**src/rtl/alu_seq.sv**
```systemverilog
// Registered ALU with valid/ready handshakes and an iterative shift-add multiply.
// Optional feature: define ALU_SAT_EN for signed saturation on ADD, SUB and INC.
module alu_seq #(
    parameter int WIDTH = 16,
    parameter int SHW   = $clog2(WIDTH)
) (
    input  logic             clk,
    input  logic             reset,
    input  logic             in_valid,
    output logic             in_ready,
    input  logic [WIDTH-1:0] A,
    input  logic [WIDTH-1:0] B,
    input  logic [3:0]       Sel,
    output logic             out_valid,
    input  logic             out_ready,
    output logic [WIDTH-1:0] Q,
    output logic [4:0]       flags
);

    localparam int M  = WIDTH - 1;
    localparam int CW = $clog2(WIDTH + 1);

    typedef enum logic {IDLE, MUL} state_t;

    state_t           state_q;
    logic [WIDTH-1:0] acc_q, mcand_q, mplier_q;
    logic [CW-1:0]    cnt_q;
    logic [WIDTH-1:0] q_q;
    logic [4:0]       flags_q;
    logic             out_valid_q;

    logic [WIDTH-1:0] res_d;
    logic [4:0]       flg_d;
    logic [WIDTH-1:0] acc_d;
    logic             c_d, v_d, err_d;
    logic [SHW-1:0]   amt;
    logic [WIDTH:0]   sum_ext, dif_ext, inc_ext, shl_ext, shr_ext, sra_ext;

    assign in_ready  = !reset && (state_q == IDLE) && (!out_valid_q || out_ready);
    assign out_valid = out_valid_q;
    assign Q         = q_q;
    assign flags     = flags_q;

    assign amt = B[SHW-1:0];
    assign acc_d = acc_q + (mplier_q[0] ? mcand_q : '0);

    // Shifts run on a WIDTH+1 vector so the extra bit captures the last bit shifted out.
    always_comb begin
        sum_ext = {1'b0, A} + {1'b0, B};
        dif_ext = {1'b0, A} - {1'b0, B};
        inc_ext = {1'b0, A} + (WIDTH + 1)'(1);
        shl_ext = {1'b0, A} << amt;
        shr_ext = {A, 1'b0} >> amt;
        sra_ext = $signed({A, 1'b0}) >>> amt;
        res_d   = '0;
        c_d     = 1'b0;
        v_d     = 1'b0;
        err_d   = 1'b0;
        case (Sel)
            4'd0:  res_d = '0;
            4'd1: begin
                res_d = sum_ext[M:0];
                c_d   = sum_ext[WIDTH];
                v_d   = (A[M] == B[M]) && (sum_ext[M] != A[M]);
            end
            4'd2: begin
                res_d = dif_ext[M:0];
                c_d   = dif_ext[WIDTH];
                v_d   = (A[M] != B[M]) && (dif_ext[M] != A[M]);
            end
            4'd3:  res_d = A;
            4'd4:  res_d = A ^ B;
            4'd5:  res_d = A | B;
            4'd6:  res_d = A & B;
            4'd7: begin
                res_d = inc_ext[M:0];
                c_d   = inc_ext[WIDTH];
                v_d   = !A[M] && inc_ext[M];
            end
            4'd8: begin
                res_d = shl_ext[M:0];
                c_d   = shl_ext[WIDTH];
            end
            4'd9: begin
                res_d = shr_ext[WIDTH:1];
                c_d   = shr_ext[0];
            end
            4'd10: begin
                res_d = sra_ext[WIDTH:1];
                c_d   = sra_ext[0];
            end
            4'd11: res_d = '0;
            default: err_d = 1'b1;
        endcase
`ifdef ALU_SAT_EN
        // Overflow direction always follows the sign of A for add, sub and increment.
        if (v_d) begin
            res_d = A[M] ? {1'b1, {M{1'b0}}} : {1'b0, {M{1'b1}}};
        end
`else
`endif
        flg_d = {err_d, v_d, c_d, res_d[M], res_d == '0};
    end

    always_ff @(posedge clk) begin
        if (reset) begin
            state_q     <= IDLE;
            acc_q       <= '0;
            mcand_q     <= '0;
            mplier_q    <= '0;
            cnt_q       <= '0;
            q_q         <= '0;
            flags_q     <= '0;
            out_valid_q <= 1'b0;
        end else begin
            if (out_valid_q && out_ready) begin
                out_valid_q <= 1'b0;
            end
            case (state_q)
                IDLE: begin
                    if (in_valid && in_ready) begin
                        if (Sel == 4'd11) begin
                            state_q  <= MUL;
                            mcand_q  <= A;
                            mplier_q <= B;
                            acc_q    <= '0;
                            cnt_q    <= CW'(WIDTH);
                        end else begin
                            q_q         <= res_d;
                            flags_q     <= flg_d;
                            out_valid_q <= 1'b1;
                        end
                    end
                end
                MUL: begin
                    acc_q    <= acc_d;
                    mcand_q  <= mcand_q << 1;
                    mplier_q <= mplier_q >> 1;
                    cnt_q    <= cnt_q - CW'(1);
                    if (cnt_q == CW'(1)) begin
                        q_q         <= acc_d;
                        flags_q     <= {3'b000, acc_d[M], acc_d == '0};
                        out_valid_q <= 1'b1;
                        state_q     <= IDLE;
                    end
                end
                default: state_q <= IDLE;
            endcase
        end
    end

endmodule

```
**config.mk**
```make
export PLATFORM = sky130hd
export DESIGN_NAME = alu_seq
export DESIGN_NICKNAME = d
export VERILOG_FILES = /design/src/rtl/alu_seq.sv
export SDC_FILE = /design/constraint.sdc
export NUM_CORES = 1
export LEC_CHECK = 0
export ABC_AREA = 0
export CAP_MARGIN = 40
export CORE_MARGIN = 2
export CORE_UTILIZATION = 40
export DETAILED_ROUTE_END_ITERATION = 12
export MAX_ROUTING_LAYER = met4
export SLEW_MARGIN = 20
export SYNTH_ARGS = -nofsm -noshare
export SYNTH_HDL_FRONTEND = slang
export SYNTH_SLANG_ARGS = --single-unit
export TNS_END_PERCENT = 10
```
**constraint.sdc**
```tcl
create_clock -name clk -period 10.38 [get_ports clk]
set_clock_uncertainty 0.2 [all_clocks]
set_input_delay 2.076 -clock clk [delete_from_list [all_inputs] [get_ports clk]]
set_output_delay 2.076 -clock clk [all_outputs]
set_load 0.1 [all_outputs]
```
==> results of run 1 <==
[sequential cells by signal, indices dropped and copies added (netlist names)]
name       cells
Q             15
mplier_q      16
cnt_q          5
state_q        1
out_valid      1
mcand_q       16
acc_q         16
flags          5
[cells in the final DEF, fill, tap and decap left out, drive strengths merged, types with 7 or more instances in the layout]
master	count
nor2	95
a31oi	15
mux2	13
nand3	27
and2	18
a22oi	34
nand2b	19
o21bai	8
clkbuf	11
nor4	11
a21oi	106
mux2i	25
or4	7
a32oi	9
inv	53
or3	9
mux4	22
o22ai	7
dfxtp	75
ha	71
buf	50
o21ai	42
o221a	8
clkdlybuf4s50	60
o221ai	9
o211ai	25
a211oi	27
xor2	10
nand2	97
nor2b	16
and3	13
nor3	22
xnor2	27
a21o	17
[cell families (layout without fill, tap and decap cells)]
logic type	Yosys count	in the layout	synth area share [%]
other	0	1	0
adders and majority gates	74	74	11.1
xor gates and xnor gates	37	37	3.78
muxes	60	60	10.4
AOI/OAI and AO/OA	367	367	29.1
buffers and inverters	148	178	6.73
DFF	75	75	17.5
and+or+nand+nor	367	367	21.3
[worst max path at each step]
stage | slack [ps] | end | from
floorplan | 4790 | flags[0] | B[1]
finish | 4000 | flags[0] | B[2]
global placement | 3670 | flags[0] | B[1]
detailed placement | 3720 | flags[0] | B[2]
CTS | 4070 | flags[0] | B[2]
global route | 3740 | flags[0] | B[2]
[power by group through the flow]
stage	sequential, µW	clock, µW	combinational (µW)
2_1_floorplan	336	0	199
3_3_place_gp	305	0	339
3_5_place_dp	305	0	355
4_1_cts	298	348	357
5_1_grt	299	358	388
6_report	298	342	365
[per-layer routing]
metal | vias up | track usage [%] | share of wire (%)
li1 | 4254 | - | -
met5 | - | - | 0
met2 | 504 | 44.4 | 44
met1 | 4320 | 41.8 | 44
met3 | 74 | 5.15 | 8.5
met4 | 0 | 8.82 | 3.5
[per-stage QoR]
stage	worst slack, ps	utilization (%)	instance area, µm²
after floorplan	4790	-	8570
after global placement	3670	44.3	9320
after detailed placement	3720	46.1	9690
after CTS	4070	47.6	10000
after global routing	3740	47.7	10000
final	4000	47.7	10000
[worst register-to-register path, delay by kind of cell (launching register included)]
family	cells	cell delay (ps)
adder cells (fa/ha/maj)	2	670
flip-flops	1	470
AND/OR/NAND/NOR	5	1710
AO/OA/AOI/OAI	4	1010
XOR/XNOR	1	110
[final cells by class]
class | count | area [µm²] | share of cell area (%)
sequential | 75 | 1500 | 15.0
tap | 275 | 344 | 3.43
timing repair buffer | 110 | 1170 | 11.7
clock inverter | 4 | 75.1 | 0.748
multi-input combinational | 905 | 6500 | 64.7
inverter | 53 | 199 | 1.98
antenna | 1 | 2.50 | 0.0249
clock buffer | 11 | 243 | 2.42
==> results.json, run 1 <==
{
  "outcome": "complete, no violations",
  "cp_top_family": "simple AND/OR/NAND/NOR gates",
  "whs_path_depth": 2,
  "coreArea_um2": 21000,
  "antenna_found_initial": 1,
  "r2r_end": "flags[0]",
  "hold_violations": 0,
  "grt_first_pass_wirelength_um": 50600,
  "ioPinCount": 63,
  "chipHeight_um": 150,
  "hp-start": "Q[12]",
  "via_per_inst": 6.38,
  "grt_max_degree": 80,
  "clk_path_buf_depth": 2,
  "endpoint_kind": "flop",
  "synth-seq-area-share_pct": 17.5,
  "fin_nets": 1268,
  "clock_sinks": 75,
  "synth_cell_type_count": 82,
  "p_clk_share_pct": 34.0,
  "setup_tns_ps": 0,
  "cts_tree": "built",
  "dp_hpwl_um": 24100,
  "drive_gt1_share_pct": 10.4,
  "postCtsHoldBufs": 0,
  "holdPathEnd": "Q[12]",
  "num_vias": 9152,
  "initial_core_util_pct": 40.8,
  "synthArstFlopShare_pct": 0,
  "swShare_pct": 35.9,
  "slowest_stage": "or4b_1",
  "synth_area_leaders": "dfxtp_1, ha_1, a21oi_1",
  "htreeDepth": 3,
  "syn_area_per_cell_um2": 7.60,
  "syn_area_um2": 8570,
  "syn_nets": 1242,
  "crit_arrival_ps": 6470,
  "pwr_density_cell_nw_per_um2": 100,
  "cts_root_buf": "clkbuf_16",
  "cts_buffers": 9,
  "power.total_uw": 1010,
  "max_freq_mhz": 157,
  "crit_required_ps": 10470,
  "drt_iter0_markers": 1218,
  "fin_crit_ps": 6380,
  "die_area_um2": 22600,
  "synth-edff-count": 0,
  "wl_per_cell_um": 22.9,
  "cp_max_fo": 32,
  "cts_resized": 0,
  "p_seq_share_pct": 29.7,
  "critPathBufInv": 4,
  "grt_pass1_vias": 8451,
  "drc": 0,
  "row_count": 53,
  "slew_headroom_pct": 42.2,
  "power_switching_uw": 361,
  "gp_congestion": 0.961,
  "fillers": 2089,
  "timing.final.crit_share_pct": 61.5,
  "crit_type": "in2reg",
  "ant_nets": 0,
  "slowest_delay_ps": 580,
  "yosysWarnings": 0,
  "cellLeakagePower_uw": 0.00385,
  "grt.overflow.total": 0,
  "synth_top_area_share_pct": 17.5,
  "syn2layout_area_growth_pct": 17.1,
  "startpoint_type": "input port",
  "grtUsageTotal_pct": 30.0,
  "power.internal_uw": 644,
  "die_x_um": 150,
  "synth_top_area_cell": "dfxtp_1",
  "slew_viol_final": 0,
  "drtPass1Iterations": 6,
  "drv_cap": 0,
  "yosysMostFrequentCell": "a21oi_1",
  "path_clk_slew_ps": 60,
  "worst-r2r-setup-slack_ps": 6150,
  "critical_path_cell_count": 14,
  "placedCellCount": 1417,
  "pwr-share-comb_pct": 36.3,
  "whs_ps": 250,
  "routed_wl_um": 32800,
  "clk_latency_ps": 350,
  "r2r_cells": 12,
  "regToRegStartpoint": "mplier_q[0]",
  "peakVddDrop_v": 0.0000849,
  "cp_cell_sequence": "clkdlybuf4s50_1 -> buf_4 -> inv_1 -> ha_1 -> nor2b_1 -> a2111oi_0 -> buf_1 -> or4b_1 -> a211oi_1 -> nor2_1 -> a211oi_1 -> o21ai_1 -> or4b_1 -> o21bai_2",
  "rsz0062_at_grt": "no",
  "syn_inst": 1128,
  "io_buffers": 62,
  "synth_seq_cells": 75,
  "setup_viol": 0,
  "min_path_type": "reg2reg",
  "worstMarginPinSlew_ps": 864,
  "fin_cells": 1434,
  "synth.cells.most_frequent": "a21oi_1, nand2_1, nor2_1",
  "synthFlopType": "dfxtp_1",
  "postCtsSetupBuffers": 0
}
Note: power is estimated with default switching activity, not from simulation.
==> run 2: changes to the inputs <==
==> constraint.sdc (replaced) <==
create_clock -name clk -period 5.4 [get_ports clk]
set_clock_uncertainty 0.2 [all_clocks]
set_input_delay 1.08 -clock clk [delete_from_list [all_inputs] [get_ports clk]]
set_output_delay 1.08 -clock clk [all_outputs]
set_load 0.1 [all_outputs]
==> run 2 against run 1 <==
Net effect:
- sequential power up 92%
- non-clock buffer count up 32
- cell count up 2.2%
- clock-buffer cell count down 1
- final area up 1.8%
- combinational power up 100%
- setup slack worse by 3200 ps
- critical path type unchanged
- highest routed layer unchanged
==> results.json, run 2 (same netlist as run 1, synthesis figures left out) <==
{
  "outcome": "complete, no violations",
  "wl_per_cell_um": 23.4,
  "grt.overflow.total": 0,
  "power.total_uw": 1850,
  "dp_hpwl_um": 26000,
  "design_area_um2": 10200,
  "mostFrequentLayoutCell": "a21oi_1",
  "place_area_um2": 9940,
  "drc": 0,
  "syn2layout_area_growth_pct": 19.2,
  "ant_nets": 0,
  "path_clk_slew_ps": 60,
  "via_per_inst": 6.40,
  "whs_ps": 253,
  "postCtsHoldBufs": 0,
  "die_area_um2": 22600,
  "place_ws_ps": 467,
  "setup_viol": 0,
  "row_count": 53,
  "crit_arrival_ps": 4690,
  "chipHeight_um": 150,
  "grt_pass1_vias": 8614,
  "startpoint_type": "input port",
  "reg_top3": "acc_q x16, mcand_q x16, mplier_q x16",
  "crit_required_ps": 5490,
  "slew_viol_final": 0,
  "postCtsSetupBuffers": 0,
  "cts_buffers": 9,
  "cellLeakagePower_uw": 0.00398,
  "diodes": 0,
  "fin_nets": 1300,
  "pwr_density_cell_nw_per_um2": 182,
  "drive_gt1_share_pct": 12.9,
  "clk_path_buf_depth": 2,
  "worstMarginPinSlew_ps": 868,
  "slew_headroom_pct": 42.0,
  "peakVddDrop_v": 0.000144,
  "io_buffers": 62,
  "rsz0062_at_grt": "no",
  "timing.final.crit_share_pct": 85.3,
  "cp_max_fo": 5,
  "drtPass1Iterations": 5,
  "clk_latency_ps": 350,
  "grt_first_pass_wirelength_um": 52700,
  "gp_congestion": 1.03,
  "hold_violations": 0,
  "drv_cap": 0,
  "grtUsageTotal_pct": 31.3,
  "cts_root_buf": "clkbuf_16",
  "cts_tree": "built",
  "setup_tns_ps": 0,
  "clock_sinks": 75,
  "htreeDepth": 3,
  "setup_slack_ps": 795,
  "min_path_type": "reg2reg",
  "drt_iter0_markers": 998,
  "routed_wl_um": 34200,
  "antenna_found_initial": 0,
  "ioPinCount": 63,
  "max_freq_mhz": 217,
  "die_x_um": 150,
  "layout_common_cells": "a21oi_1, nand2_1, nor2_1",
  "initial_core_util_pct": 40.8,
  "cts_resized": 0,
  "num_vias": 9371,
  "grt_max_degree": 78,
  "crit_type": "in2reg",
  "fin_crit_ps": 4600,
  "coreArea_um2": 21000,
  "endpoint_kind": "flop"
}
-- run 2: cell type report --
cell class              count  area, µm²
inverters                  53        199
flip-flops and latches     75       1500
clock buffers              10        229
multi-input cells         905       6500
fillers                  2076      10800
well taps                 275        344
repair buffers            142       1410
clock inverters             5       31.3
-- run 2: final timing paths --
| check | start | to | slack [ps] | cells after the start |
|---|---|---|---|---|
| worst max-delay path | A[0] | flags[0] | 800 | 14 |
| worst min-delay path | Q[14] | Q[14] | 250 | 2 |
| worst min register to register | Q[14] | Q[14] | 250 | 2 |
| worst max register to register | mplier_q[0] | flags[0] | 1180 | 12 |
-- run 2: stage by stage --
step                      utilization [%]  std cells
after global placement               45.6       1425
after detailed placement             47.3       1448
after floorplan                         -       1128
after CTS                            48.5       1463
after global routing                 48.6       1465
final                                48.6       1465
-- run 2: where the power goes --
part | internal [µW] | switching, µW | leakage [µW]
registers | 565 | 8.53 | 0.000607
clock network | 307 | 246 | 0.000128
logic | 275 | 454 | 0.00325
-- run 2: worst max-delay path: stages --
cell	delay [ps]
clkdlybuf4s50_1	570
inv_1	90
ha_1	210
inv_1	70
fa_1	240
nand2b_1	90
a211oi_1	410
o21ai_1	230
o311a_1	340
a221oi_1	450
o211ai_1	230
nor4_1	360
nand4b_1	160
o21bai_2	150
-- run 2: per-layer routing --
layer / routed length [µm] / up-vias / track usage, %
li1: - / 4295 / -
met5: 0 / - / -
met4: 1080 / 0 / 9.15
met3: 2550 / 75 / 3.48
met2: 14800 / 442 / 46.1
met1: 15800 / 4559 / 45.1
